**src/rtl/serial_subtractor_pkg.sv**
```systemverilog
// rtl/serial_subtractor_pkg.sv - shared state encoding, defaults and sizing helper for serial_subtractor
package serial_subtractor_pkg;

  typedef enum logic [1:0] {
    IDLE = 2'd0,
    RUN  = 2'd1,
    DONE = 2'd2
  } state_t;

  localparam int DEFAULT_WIDTH = 8;

  // One extra bit beyond what indexes WIDTH bits, so the count never wraps mid-operation.
  function automatic int cnt_width(input int width);
    return $clog2(width) + 1;
  endfunction

endpackage

```
**src/rtl/full_subtractor.sv**
```systemverilog
// rtl/full_subtractor.sv - combinational one-bit full subtractor cell (d = a - b - bin)
module full_subtractor (
  input  logic a,
  input  logic b,
  input  logic bin,
  output logic d,
  output logic bout
);

  // Difference bit is the parity of the three inputs.
  assign d    = a ^ b ^ bin;
  // Borrow out when b exceeds a, or when they match and a borrow comes in.
  assign bout = (~a & b) | (~(a ^ b) & bin);

endmodule

```
**src/rtl/serial_subtractor.sv**
```systemverilog
// rtl/serial_subtractor.sv - bit-serial LSB-first subtractor; SERIAL_SUBTRACTOR_SIGNED_OVF_EN adds signed overflow output ovf
module serial_subtractor
  import serial_subtractor_pkg::*;
#(
  parameter int WIDTH = DEFAULT_WIDTH
) (
  input  logic             clk,
  input  logic             rst,
  input  logic             in_valid,
  output logic             in_ready,
  input  logic [WIDTH-1:0] a,
  input  logic [WIDTH-1:0] b,
  output logic             out_valid,
  input  logic             out_ready,
  output logic [WIDTH-1:0] diff,
  output logic             borrow_out
`ifdef SERIAL_SUBTRACTOR_SIGNED_OVF_EN
  ,
  output logic             ovf
`endif
);

  localparam int            CW       = cnt_width(WIDTH);
  localparam logic [CW-1:0] LAST_BIT = CW'(WIDTH - 1);

  state_t           state;
  logic [WIDTH-1:0] a_sr;
  logic [WIDTH-1:0] b_sr;
  logic [CW-1:0]    cnt;
  logic             borrow;
  logic             cell_d;
  logic             cell_bout;

  // The only arithmetic in the block: one cell fed by the operand LSBs and the stored borrow.
  full_subtractor u_cell (
    .a    (a_sr[0]),
    .b    (b_sr[0]),
    .bin  (borrow),
    .d    (cell_d),
    .bout (cell_bout)
  );

  // Control FSM plus the operand/result shift registers; all outputs are registered.
  always_ff @(posedge clk) begin
    if (rst) begin
      state      <= IDLE;
      in_ready   <= 1'b1;
      out_valid  <= 1'b0;
      diff       <= '0;
      borrow_out <= 1'b0;
      cnt        <= '0;
      borrow     <= 1'b0;
      a_sr       <= '0;
      b_sr       <= '0;
`ifdef SERIAL_SUBTRACTOR_SIGNED_OVF_EN
      ovf        <= 1'b0;
`endif
    end else begin
      case (state)
        IDLE: begin
          if (in_valid && in_ready) begin
            a_sr     <= a;
            b_sr     <= b;
            borrow   <= 1'b0;
            cnt      <= '0;
            in_ready <= 1'b0;
            state    <= RUN;
          end
        end

        RUN: begin
          // Result bits enter at the MSB so after WIDTH shifts bit 0 sits at diff[0].
          diff   <= {cell_d, diff[WIDTH-1:1]};
          a_sr   <= {1'b0, a_sr[WIDTH-1:1]};
          b_sr   <= {1'b0, b_sr[WIDTH-1:1]};
          borrow <= cell_bout;
          cnt    <= cnt + 1'b1;
          if (cnt == LAST_BIT) begin
            borrow_out <= cell_bout;
            out_valid  <= 1'b1;
            state      <= DONE;
`ifdef SERIAL_SUBTRACTOR_SIGNED_OVF_EN
            // At the last step the cell inputs are the operand sign bits and cell_d is the result sign.
            ovf <= (a_sr[0] != b_sr[0]) && (cell_d != a_sr[0]);
`endif
          end
        end

        DONE: begin
          // Re-accept waits for the IDLE cycle so in_ready never rises in the handshake cycle.
          if (out_ready) begin
            out_valid <= 1'b0;
            in_ready  <= 1'b1;
            state     <= IDLE;
          end
        end

        default: begin
          state     <= IDLE;
          in_ready  <= 1'b1;
          out_valid <= 1'b0;
        end
      endcase
    end
  end

endmodule

```
**config.mk**
```make
export PLATFORM = sky130hd
export DESIGN_NAME = serial_subtractor
export DESIGN_NICKNAME = d
export VERILOG_FILES = /design/src/rtl/serial_subtractor_pkg.sv /design/src/rtl/full_subtractor.sv /design/src/rtl/serial_subtractor.sv
export SDC_FILE = /design/constraint.sdc
export NUM_CORES = 1
export LEC_CHECK = 0
export ABC_AREA = 1
export CAP_MARGIN = 20
export CORE_MARGIN = 10
export CORE_UTILIZATION = 60
export DETAILED_ROUTE_END_ITERATION = 10
export DONT_BUFFER_PORTS = 1
export PLACE_DENSITY = 0.76
export SYNTH_ARGS = -nofsm -noshare
export SYNTH_HDL_FRONTEND = slang
export SYNTH_SLANG_ARGS = --single-unit
```
**constraint.sdc**
```tcl
create_clock -name clk -period 1.3 [get_ports clk]
set_input_delay 0.39 -clock clk [delete_from_list [all_inputs] [get_ports clk]]
set_output_delay 0.39 -clock clk [all_outputs]
set_load 0.005 [all_outputs]
```
==> results.py <==
metrics = {
    "drt": {
        "drt_wl_total_um": 3250,
        "ant_nets": 0,
        "viasPerCell": 5.32,
        "dr.first_iter.drc_count": 80,
        "vias": 1315,
        "wl_per_cell_um": 13.1,
        "first_pass_iters": 4,
        "drc_errors": 0,
    },
    "floorplanning": {
        "core_um2": 2430,
        "rows": 18,
        "die_area_um2": 4930,
        "die_x_um": 70.2,
        "start_util_pct": 62.2,
        "die_y_um": 70.2,
        "ios": 31,
    },
    "placed_design": {
        "post-place-ws_ps": 39.8,
        "hpwl_um": 2340,
        "dp_cells": 238,
        "globalplace.congestion": 0.809,
        "io_buffers": 0,
    },
    "setup_path": {
        "path_cells": "inv_1 > fa_1 > o21ai_0 > nor2_1",
        "critical_path.max_stage_delay_ps": 470,
        "startpoint": "b_sr[0]",
        "worstSetupStartpointType": "flip-flop",
        "worstSetupPathType": "reg2reg",
        "cp.arrival_ps": 1430,
        "path_max_fanout": 2,
        "ff2ff_setup_slack_ps": 110,
        "endpoint_kind": "flip-flop",
        "crit_path_top_delay_cell": "fa_1",
        "required_ps": 1540,
        "rr_startpoint": "b_sr[0]",
    },
    "timing": {
        "fin_ws_ps": 111,
        "max_slew_margin_pct": 76.4,
        "worst_slew_pin_slew_ps": 353,
        "clock_skew_ps": 8.80,
        "finalHoldViolations": 0,
        "setup_viol": 0,
        "fmax_ghz": 0.841,
        "slew_violations": 0,
        "rsz0062_at_grt": "no",
        "min_period_over_period_pct": 91.5,
        "hold_ws_ps": 96.1,
        "finalCriticalPeriod_ps": 1190,
        "tns_ps": 0,
    },
    "power": {
        "sw_frac_of_total_pct": 29.4,
        "powerDensity_nw_per_um2": 1360,
        "power_leakage_nw": 0.723,
        "seq_power_share_pct": 55.0,
        "p_sw_mw": 0.643,
        "clockPowerShare_pct": 28.0,
        "p_comb_share_pct": 17.0,
        "ir_drop_uv": 1030,
        "p_int_mw": 1.55,
    },
    "grt": {
        "grt_remaining_overflow": 0,
        "grtUsageTotal_pct": 13.1,
        "antenna_found_initial": 0,
        "grt_max_degree": 27,
        "grt_first_pass_wirelength_um": 5380,
        "grt_pass1_vias": 1300,
    },
    "clocking": {
        "clockBufferDepth": 2,
        "root_buffer": "clkbuf_4",
        "clk_latency_ps": 340,
        "cts_sinks": 34,
        "cts_tree": "done",
        "htree_levels": 2,
        "cts_hold_buf": 0,
        "cts_buffers": 5,
        "path_clk_slew_ps": 110,
    },
    "layout": {
        "area_growth_pct": 6.37,
        "layout_commonest_cell": "nand2_1",
        "postLayoutCoreUtil_pct": 66.2,
        "drive_gt1_share_pct": 11.5,
        "instances_no_fill": 247,
        "layout.nets": 238,
        "num_antenna_cells": 0,
        "final_cell_mix": "55 x nand2_1, 53 x nor2_1, 31 x dfxtp_1",
    },
    "logic_synthesis": {
        "yosys_warnings": 0,
        "synth_seq_area_share_pct": 45.0,
        "netlist_instances": 214,
        "synth_top_cell_area_share_pct": 45.0,
        "yosys.area.top_type": "dfxtp_1",
        "syn_avg_cell_area_um2": 7.07,
        "synth_fp_nets": 236,
        "syn_area_um2": 1510,
        "ys_types": 22,
        "synth_seq_cells": 34,
        "synth.area.top_cells": "dfxtp_1 45%, nand2_1 14%, nor2_1 13%",
    },
    "min_path": {
        "hp-start": "rst",
        "hold_path.class": "in2reg",
    },
    "job": {
        "maxCapViolCount": 0,
    },
    "status": {
        "status": "complete, no violations",
    },
}
-- registers in the layout, summed over array words and instances (netlist names) --
register / count
a_sr: 8
b_sr: 8
diff: 8
cnt: 4
state: 2
borrow: 1
borrow_out: 1
in_ready: 1
out_valid: 1
-- worst max-delay path: cells and delay by family (launching register included) --
family,cells,cell delay (ps)
fa+ha+maj,1,470
flops,1,340
compound gates,1,170
buf+inv,1,60
simple gates,1,60
-- Yosys cell counts --
library cell and n:
nand3_1 5, nor2_4 1, buf_6 3, fa_1 1, nor2_1 54, or2_2 1
inv_4 1, a21oi_1 8, inv_2 2, buf_8 1, buf_2 3, clkbuf_1 1
inv_1 8, nand2_8 1, nand3_2 1, clkbuf_2 2, dfxtp_1 34, nand2_1 56
o21ai_0 28, nand4_1 1, ha_1 1, nand2_2 1
-- cell families after synthesis --
logic type | Yosys count | synth area share [%]
buffers and inverters | 21 | 8.02
DFF | 34 | 45.0
and+or+nand+nor | 121 | 32.9
adders and majority gates | 2 | 2.15
AOI/OAI and AO/OA | 36 | 11.9
-- final timing paths --
kind | end | cells after the start
max reg2reg | diff[7] | 4
min | cnt[1] | 1
max | diff[7] | 4
min reg2reg | b_sr[7] | 2
-- timing repair --
| action | 4_1_cts | 5_1_grt |
|---|---|---|
| setup endpoints to repair | 0 | 19 |
| setup buffers | 0 | 1 |
| gates resized for setup | 0 | 7 |
-- power by group through the flow --
stage	combinational (mW)	sequential (mW)	clock [mW]
floorplan	0.301	1.21	0
global placement	0.334	1.22	0
detailed placement	0.351	1.23	0
CTS	0.353	1.21	0.626
global route	0.428	1.22	0.672
finish	0.372	1.20	0.613
-- layer usage --
| layer | up-vias | part of all wire, % | global-route usage (%) |
|---|---|---|---|
| met5 | - | 0 | 0 |
| met3 | 8 | 6.8 | 7.20 |
| met4 | 0 | 1.8 | 4.61 |
| met1 | 597 | 42 | 11.9 |
| met2 | 35 | 50 | 23.8 |
| li1 | 675 | - | - |
-- layout make-up --
class,instances,area (um2)
clock buffer,7,55.1
clock inverter,1,5.00
fill,228,823
inverter,11,43.8
multi-input combinational,159,721
sequential,34,684
tap,30,37.5
timing repair buffer,5,62.6
-- per-stage QoR --
| step | total power, mW | instance area, um2 |
|---|---|---|
| floorplan | 1.51 | 1510 |
| global placement | 1.56 | 1520 |
| detailed placement | 1.58 | 1520 |
| CTS | 2.18 | 1580 |
| global route | 2.31 | 1610 |
| finish | 2.19 | 1610 |
Note: power is estimated with default switching activity, not from simulation.
